==> src/rtl/exception_unit_pkg.sv <==
// -----------------------------------------------------------------------------
// exception_unit_pkg
// Shared CPU definitions for the exception sequencer. It holds the FSM state
// encoding, the cause index constants and the default handler-vector base
// address.
// -----------------------------------------------------------------------------
package exception_unit_pkg;

  // Exception sequencer states; the encoding is fixed and shared with the CPU.
  typedef enum logic [2:0] {
    IDLE    = 3'd0,
    CAPTURE = 3'd1,
    READ    = 3'd2,
    WAIT    = 3'd3,
    LOAD    = 3'd4
  } exc_state_e;

  // Cause indices at the default three-source configuration.
  localparam int EXC_OPCODE   = 0;
  localparam int EXC_OVERFLOW = 1;
  localparam int EXC_DIV0     = 2;

  // Byte address of the cause-0 handler vector.
  localparam int DEFAULT_VECTOR_BASE = 253;

endpackage

==> src/rtl/exc_priority_enc.sv <==
// -----------------------------------------------------------------------------
// exc_priority_enc
// Combinational highest-set-bit encoder for simultaneous exception requests.
// Ports:
//   req  in   N_CAUSES  request vector, bit i is cause i
//   any  out  1         at least one request bit set
//   idx  out  IDX_W     index of the highest set bit (0 when none set)
// -----------------------------------------------------------------------------
module exc_priority_enc #(
  parameter int N_CAUSES = 3,
  parameter int IDX_W    = (N_CAUSES > 1) ? $clog2(N_CAUSES) : 1
) (
  input  logic [N_CAUSES-1:0] req,
  output logic                any,
  output logic [IDX_W-1:0]    idx
);

  // Ascending scan, so the highest set index is the last one written.
  always_comb begin
    any = |req;
    idx = {IDX_W{1'b0}};
    for (int i = 0; i < N_CAUSES; i++) begin
      idx = req[i] ? IDX_W'(i) : idx;
    end
  end

endmodule

==> src/rtl/exception_unit.sv <==
// -----------------------------------------------------------------------------
// exception_unit
// Sequencing exception controller for the multicycle CPU. It prioritises
// simultaneous requests and captures EPC and the cause code. It then reads the
// handler-vector byte from memory and loads it, zero-extended, into PC.
// Ports:
//   clk       in   1         system clock, rising edge
//   reset     in   1         asynchronous active-high reset
//   exc_req   in   N_CAUSES  one-cycle request pulses, bit i is cause i
//   pc_in     in   DATA_W    PC of the instruction after the faulting one
//   mem_byte  in   8         memory read data, low byte
//   mem_addr  out  DATA_W    vector address to memory
//   mem_rd    out  1         memory read strobe
//   pc_out    out  DATA_W    new PC (mem_byte zero-extended)
//   pc_load   out  1         one-cycle PC write enable
//   epc       out  DATA_W    exception PC register
//   cause     out  CAUSE_W   index of the last serviced cause
//   busy      out  1         sequence in progress, control FSM must stall
// -----------------------------------------------------------------------------
module exception_unit
  import exception_unit_pkg::*;
#(
  parameter int DATA_W      = 32,
  parameter int N_CAUSES    = 3,
  parameter int VECTOR_BASE = DEFAULT_VECTOR_BASE,
  parameter int MEM_WAIT    = 1,
  localparam int CAUSE_W    = (N_CAUSES > 1) ? $clog2(N_CAUSES) : 1
) (
  input  logic                clk,
  input  logic                reset,
  input  logic [N_CAUSES-1:0] exc_req,
  input  logic [DATA_W-1:0]   pc_in,
  input  logic [7:0]          mem_byte,
  output logic [DATA_W-1:0]   mem_addr,
  output logic                mem_rd,
  output logic [DATA_W-1:0]   pc_out,
  output logic                pc_load,
  output logic [DATA_W-1:0]   epc,
  output logic [CAUSE_W-1:0]  cause,
  output logic                busy
);

  exc_state_e          state_r;
  exc_state_e          next_state_s;
  logic [CAUSE_W-1:0]  sel_r;
  logic [3:0]          cnt_r;
  logic                any_s;
  logic [CAUSE_W-1:0]  idx_s;
  logic [DATA_W-1:0]   vec_addr_s;

  exc_priority_enc #(
    .N_CAUSES (N_CAUSES),
    .IDX_W    (CAUSE_W)
  ) u_prio (
    .req (exc_req),
    .any (any_s),
    .idx (idx_s)
  );

  assign vec_addr_s = DATA_W'(VECTOR_BASE) + {{(DATA_W-CAUSE_W){1'b0}}, sel_r};

  // State register plus the per-state captures: selected cause, EPC/cause and wait counter.
  always_ff @(posedge clk or posedge reset) begin
    if (reset) begin
      state_r <= IDLE;
      sel_r   <= {CAUSE_W{1'b0}};
      cnt_r   <= 4'd0;
      epc     <= {DATA_W{1'b0}};
      cause   <= {CAUSE_W{1'b0}};
    end else begin
      state_r <= next_state_s;
      case (state_r)
        IDLE: begin
          if (any_s) sel_r <= idx_s;
          else       sel_r <= sel_r;
        end
        CAPTURE: begin
          // pc_in already points past the faulting instruction; wraps modulo 2^DATA_W.
          epc   <= pc_in - DATA_W'(32'd4);
          cause <= sel_r;
        end
        READ:    cnt_r <= 4'(MEM_WAIT - 1);
        WAIT:    cnt_r <= (cnt_r == 4'd0) ? 4'd0 : cnt_r - 4'd1;
        default: cnt_r <= cnt_r;
      endcase
    end
  end

  // Next-state decode; requests are only sampled in IDLE.
  always_comb begin
    next_state_s = state_r;
    case (state_r)
      IDLE: begin
        if (any_s) next_state_s = CAPTURE;
        else       next_state_s = IDLE;
      end
      CAPTURE: next_state_s = READ;
      READ: begin
        if (MEM_WAIT == 1) next_state_s = LOAD;
        else               next_state_s = WAIT;
      end
      WAIT: begin
        // The decrement that takes the counter to zero is the last wait cycle.
        if (cnt_r <= 4'd1) next_state_s = LOAD;
        else               next_state_s = WAIT;
      end
      LOAD:    next_state_s = IDLE;
      default: next_state_s = IDLE;
    endcase
  end

  // Output decode of the current state; pc_out passes mem_byte through in LOAD.
  always_comb begin
    mem_rd   = 1'b0;
    mem_addr = {DATA_W{1'b0}};
    pc_load  = 1'b0;
    pc_out   = {DATA_W{1'b0}};
    busy     = 1'b1;
    case (state_r)
      IDLE:    busy = 1'b0;
      CAPTURE: busy = 1'b1;
      READ: begin
        mem_rd   = 1'b1;
        mem_addr = vec_addr_s;
      end
      WAIT:    mem_addr = vec_addr_s;
      LOAD: begin
        mem_addr = vec_addr_s;
        pc_load  = 1'b1;
        pc_out   = {{(DATA_W-8){1'b0}}, mem_byte};
      end
      default: busy = 1'b0;
    endcase
  end

endmodule

==> config.mk <==
export PLATFORM = sky130hd
export DESIGN_NAME = exception_unit
export DESIGN_NICKNAME = d
export VERILOG_FILES = /design/src/rtl/exception_unit_pkg.sv /design/src/rtl/exc_priority_enc.sv /design/src/rtl/exception_unit.sv
export SDC_FILE = /design/constraint.sdc
export NUM_CORES = 1
export LEC_CHECK = 0
export BUFFER_PORTS_ARGS = -buffer_cell sky130_fd_sc_hd__buf_2
export CAP_MARGIN = 20
export CORE_MARGIN = 2
export CORE_UTILIZATION = 38
export DETAILED_ROUTE_END_ITERATION = 8
export PLACE_DENSITY = 0.78
export SYNTH_ARGS = -nofsm -noshare
export SYNTH_HDL_FRONTEND = slang
export SYNTH_SLANG_ARGS = --single-unit
==> constraint.sdc <==
create_clock -name clk -period 5.2 [get_ports clk]
set_clock_uncertainty 0.1 [all_clocks]
set_input_delay 1.04 -clock clk [delete_from_list [all_inputs] [get_ports clk]]
set_output_delay 1.04 -clock clk [all_outputs]
set_load 0.05 [all_outputs]
# ---- Word-level counts from Yosys, hierarchy flattened
# Index checks and enable logic that the tools add are counted.
dict set report word_totals {
  ff_bits 43
  inputBits 45
  output_inout_bits 101
  wordCells 32
}
dict set report classes {
  n_addsub 3
  magnitude_cmp 1
  eq_ne 4
  muxes 12
  reduce_logical 7
}
# cell count
set op_table {}
lappend op_table {{subtractor 32 x 3 -> 32 bit, second input constant} 1}
lappend op_table {{case mux 3 bit (4 select lines)} 1}
lappend op_table {{adder 8 x 2 -> 9 bit, first input constant} 1}
lappend op_table {{two-way mux 9 bit} 1}
lappend op_table {{two-way mux 8 bit} 1}
lappend op_table {{case mux 4 bit (2 select lines)} 1}
lappend op_table {{== test 3 x 2 -> 1 bit, second input constant} 2}
lappend op_table {{OR reduction 3 bit} 2}
lappend op_table {{two-way mux 1 bit} 5}
lappend op_table {{less-or-equal comparator 4 x 1 -> 1 bit, second input constant} 1}
lappend op_table {{zero test 4 bit} 1}
lappend op_table {{two-way mux 4 bit} 1}
lappend op_table {{OR reduction 4 bit} 1}
lappend op_table {{subtractor 4 x 1 -> 4 bit, second input constant} 1}
lappend op_table {{== test 3 x 1 -> 1 bit, second input constant} 1}
lappend op_table {{== test 3 bit, second input constant} 1}
lappend op_table {{zero test 3 bit} 1}
lappend op_table {{two-way mux 3 bit} 1}
lappend op_table {{two-way mux 2 bit} 1}
lappend op_table {{AND reduction 2 bit} 1}
lappend op_table {{nonzero test 2 bit} 1}

# ---- Logic depth before layout (Yosys ltp)
dict set report depth {
  ltp_word 3
  mapped_depth 7
}

# ---- Modules after synthesis
# Synthesis repeated with hierarchy kept, for this count alone.
dict set report unflattened {
  hier_cells 320
  area_unflattened_um2 2772.7
}
# mod instances cells_per_inst area_each_um2 seq_area_each_um2
set modules_own_cells {}
lappend modules_own_cells {exception_unit 1 317 2752.6 1076.0}
lappend modules_own_cells {exc_priority_enc 1 3 20.0 0.0}

# ---- Least setup slack after synthesis
# OpenSTA, ideal clock, no wires.
dict set report synth_timing {
  kind {register to output}
  from {register state_r[2]}
  to {output port mem_addr[3]}
  t_arrival_ns 3.487
  required_time_ns 4.060
  setup_slack_ns 0.573
  stages_incl_launch_ff 6
  n_path_buf 2
  cell_sequence {dfrtp_1 -> clkbuf_1 -> nor3b_1 -> nor2_1 -> nor2_1 -> buf_4}
}
dict set report synth_between {
  elab_chain_cells 3
  elab_cells_between_ends 5
  classes_between {eq/ne: 3; mux: 1; reduce/logical: 1}
}
# element line_no
set synth_lines {}
lappend synth_lines {{start, declared} exception_unit.sv:43} ;# exc_state_e state_r;
lappend synth_lines {{start signal, assigned} exception_unit.sv:71} ;# state_r <= next_state_s;
lappend synth_lines {{== test 3 bit or == test 3 x 2 -> 1 bit (tied branches)} exception_unit.sv:119} ;# case (state_r)
lappend synth_lines {{OR reduction 3 bit (no line) *} n/a}
lappend synth_lines {{two-way mux 9 bit *} exception_unit.sv:119}
lappend synth_lines {{end, declared} exception_unit.sv:34} ;# output logic [DATA_W-1:0] mem_addr,
# Every way passes the cells marked *; elsewhere a longest branch is shown, timed or not.

# ---- Worst setup path in the final report
dict set report layout_timing {
  from {register state_r[0]}
  to {output port mem_addr[5]}
}
# Same word-level chain as after synthesis.

==> flow_metrics.py <==
metrics = {
    "outcome": {
        "status": "completed",
    },
    "yosys": {
        "syn_inst": 317,
        "ys_seq_elements": 43,
        "synth.top_cell.area_share_pct": 39.20,
        "yosys.area.top_type": "dfrtp_1",
        "synth-async-reset-ratio_pct": 100.0,
        "synth_area_per_cell_um2": 8.660,
        "synth-edff-count": 0,
        "synth_seq_area_share_pct": 39.20,
        "yosys_warnings": 0,
        "syn_area_mm2": 0.002745,
        "ys_types": 44,
        "synth_commonest_cells": "52 x buf_4, 43 x dfrtp_1, 42 x nand2_1",
        "synth_area_leaders": "dfrtp_1 39%, buf_4 14%, nand2_1 5.7%",
        "synth_most_common_cell": "buf_4",
        "ys.flop_type": "dfrtp_1",
    },
    "final_layout": {
        "multiInputGateArea_mm2": 0.001386,
        "drive_gt1_share_pct": 29.80,
        "num_antenna_cells": 0,
        "regArea_mm2": 0.001076,
        "fillers": 724,
        "nets": 452,
        "area_delta_synth_final_pct": 16.13,
    },
    "detailed_routing": {
        "via_per_inst": 4.876,
        "wire_per_inst_um": 12.87,
        "drt-total-wl_mm": 6.462,
        "ant_nets": 0,
        "num_vias": 2448,
        "drt_iter0_drc": 106,
        "drt_pass1_iterations": 4,
        "drc_errors": 0,
    },
    "cts": {
        "holdBufCountCts": 0,
        "clock_latency_ns": 0.29,
        "cts_setup_buffers": 0,
        "cts_resized": 0,
        "clk_root_buffer_cell": "clkbuf_8",
        "cts_buffers": 5,
        "cts_tree": "yes",
        "clockBufferDepth": 2,
        "cts_htree_levels": 2,
        "cts.reportedPaths.clkPinSlew_ns": 0.08,
        "cts.sinks": 43,
    },
    "sta": {
        "layout_setup_ws_ns": 1.808,
        "slew_headroom_pct": 38.79,
        "finalHoldViolations": 0,
        "min_period_ns": 3.392,
        "fmaxAchievable_ghz": 0.2948,
        "drv_slew": 0,
        "worstMarginPinSlew_ns": 0.9168,
        "fin_setup_tns_ns": 0,
        "setup_violations": 0,
        "post-route-period-util_pct": 65.24,
        "rsz0062_at_grt": "false",
    },
    "global_routing": {
        "grt_max_degree": 44,
        "grt_pass1_wl_mm": 9.915,
        "antenna_found_initial": 0,
        "grtUsageTotal_pct": 16.00,
        "grt_pass1_vias": 2078,
        "overflow": 0,
    },
    "power": {
        "max-vdd-ir-drop_mv": 0.3124,
        "powerDensity_mw_per_mm2": 684.6,
        "power_leakage_nw": 1.561,
    },
    "worst_setup_path": {
        "path_cells": "nor3b_1 > nor2_1 > nor2_1 > buf_2",
        "crit_arrival_ns": 2.25,
        "cp_slowest_cell": "nor3b_1",
        "worst_setup_path_end_kind": "output pin",
        "path_buf_inv": 1,
        "worst-setup-path-type": "flip-flop to output pin",
        "crit_family": "simple AND/OR/NAND/NOR gates",
        "cp-start-kind": "flip-flop",
        "path_max_fanout": 11,
        "max_stage_delay_ns": 0.70,
        "required_ns": 4.06,
        "crit_top_cell": "nor2_1",
    },
    "placement": {
        "place_ws_ns": 1.728,
        "io_buffer_count": 98,
        "gp_congestion": 0.8641,
        "post-dp-hpwl_mm": 4.873,
    },
    "floorplan": {
        "fp.dieW_um": 89.00,
        "die_y_um": 89.00,
        "core_mm2": 0.006907,
        "rows": 30,
        "die_area_mm2": 0.007920,
        "start_util_pct": 39.75,
        "io-pin-count": 146,
    },
    "hold_path": {
        "hold_path.class": "flip-flop to flip-flop",
    },
    "flow_run": {
        "maxCapViolCount": 0,
    },
}
==> tightest hold or removal path, cell delays in order, from the launching register on <==
cell	delay (ns)
dfrtp_1	0.34
nand2_1	0.05
nand2_1	0.05
==> power breakdown <==
part           switching (mW)  leakage (nW)  total (mW)  internal, mW
logic                    1.10         0.990        1.39         0.291
clock network           0.114        0.0422       0.209        0.0945
registers               0.102         0.529       0.586         0.485
==> logic make-up after synthesis <==
family | share of synthesized area [%]
and+or+nand+nor | 27.07
buffers and inverters | 16.77
AOI/OAI and AO/OA | 12.72
DFF | 39.20
xor gates and xnor gates | 3.190
adders and majority gates | 0.9114
other | 0.1366
==> cells in the final DEF (no fill, tap or decap), types with 2 or more instances in the layout <==
cell,n
nor4_1,5
buf_2,98
clkbuf_1,2
o311ai_0,3
nand4_1,5
clkbuf_8,5
nor2b_1,3
nor2_1,24
or4_1,10
o31ai_1,5
xor2_1,6
nand2_1,42
nor3_1,6
dfrtp_1,43
o211ai_1,9
nor3b_2,2
o21ai_0,19
or2_2,3
a22o_1,3
conb_1,47
ha_1,2
xnor2_1,4
buf_4,2
or4b_2,3
a31oi_1,7
inv_1,4
and2_1,8
or3_2,2
nand3_1,15
nor3b_1,2
==> layout make-up <==
cell class | count | share of cell area, %
multi-input cells | 250 | 43.49
flip-flops and latches | 43 | 33.75
repair buffers | 100 | 15.86
well taps | 96 | 3.768
clock buffers | 7 | 2.394
inverters | 5 | 0.5887
clock inverters | 1 | 0.1570
==> final timing paths <==
path	startpoint	end	slack (ns)	cells after the start
max	state_r[0]$_DFF_PP0_	mem_addr[5]	1.81	4
min	cause[1]$_DFFE_PP0P_	cause[1]$_DFFE_PP0P_	0.37	2
max reg2reg	state_r[0]$_DFF_PP0_	epc[25]$_DFFE_PP0P_	2.70	5
min reg2reg	cause[1]$_DFFE_PP0P_	cause[1]$_DFFE_PP0P_	0.37	2
max in group asynchronous	reset	epc[21]$_DFFE_PP0P_	3.59	2
min in group asynchronous	reset	epc[16]$_DFFE_PP0P_	0.84	2
==> metal layers <==
layer	up-vias	routed length (µm)	global-route usage, %
met5	-	0	0
met4	0	34	4.071
met3	2	557	3.970
met2	113	3048	25.71
met1	1136	2821	21.74
li1	1197	-	-
==> registers in the layout, summed over array words and instances (netlist names) <==
register and cells:
cause 2, sel_r 2, state_r 3, epc 32, cnt_r 4
==> metrics by stage <==
stage	hold slack, ns	util, %	area [µm²]	std cells	total power [mW]
final	0.3712	46.16	3188	502	2.182
after global routing	0.3967	46.16	3188	502	2.321
after CTS	0.3809	46.16	3188	502	2.198
after detailed placement	0.3617	44.98	3107	494	1.989
after global placement	0.3577	44.98	3107	494	1.964
after floorplan	0.3658	-	2918	363	1.736
Note: power is estimated with default switching activity, not from simulation.
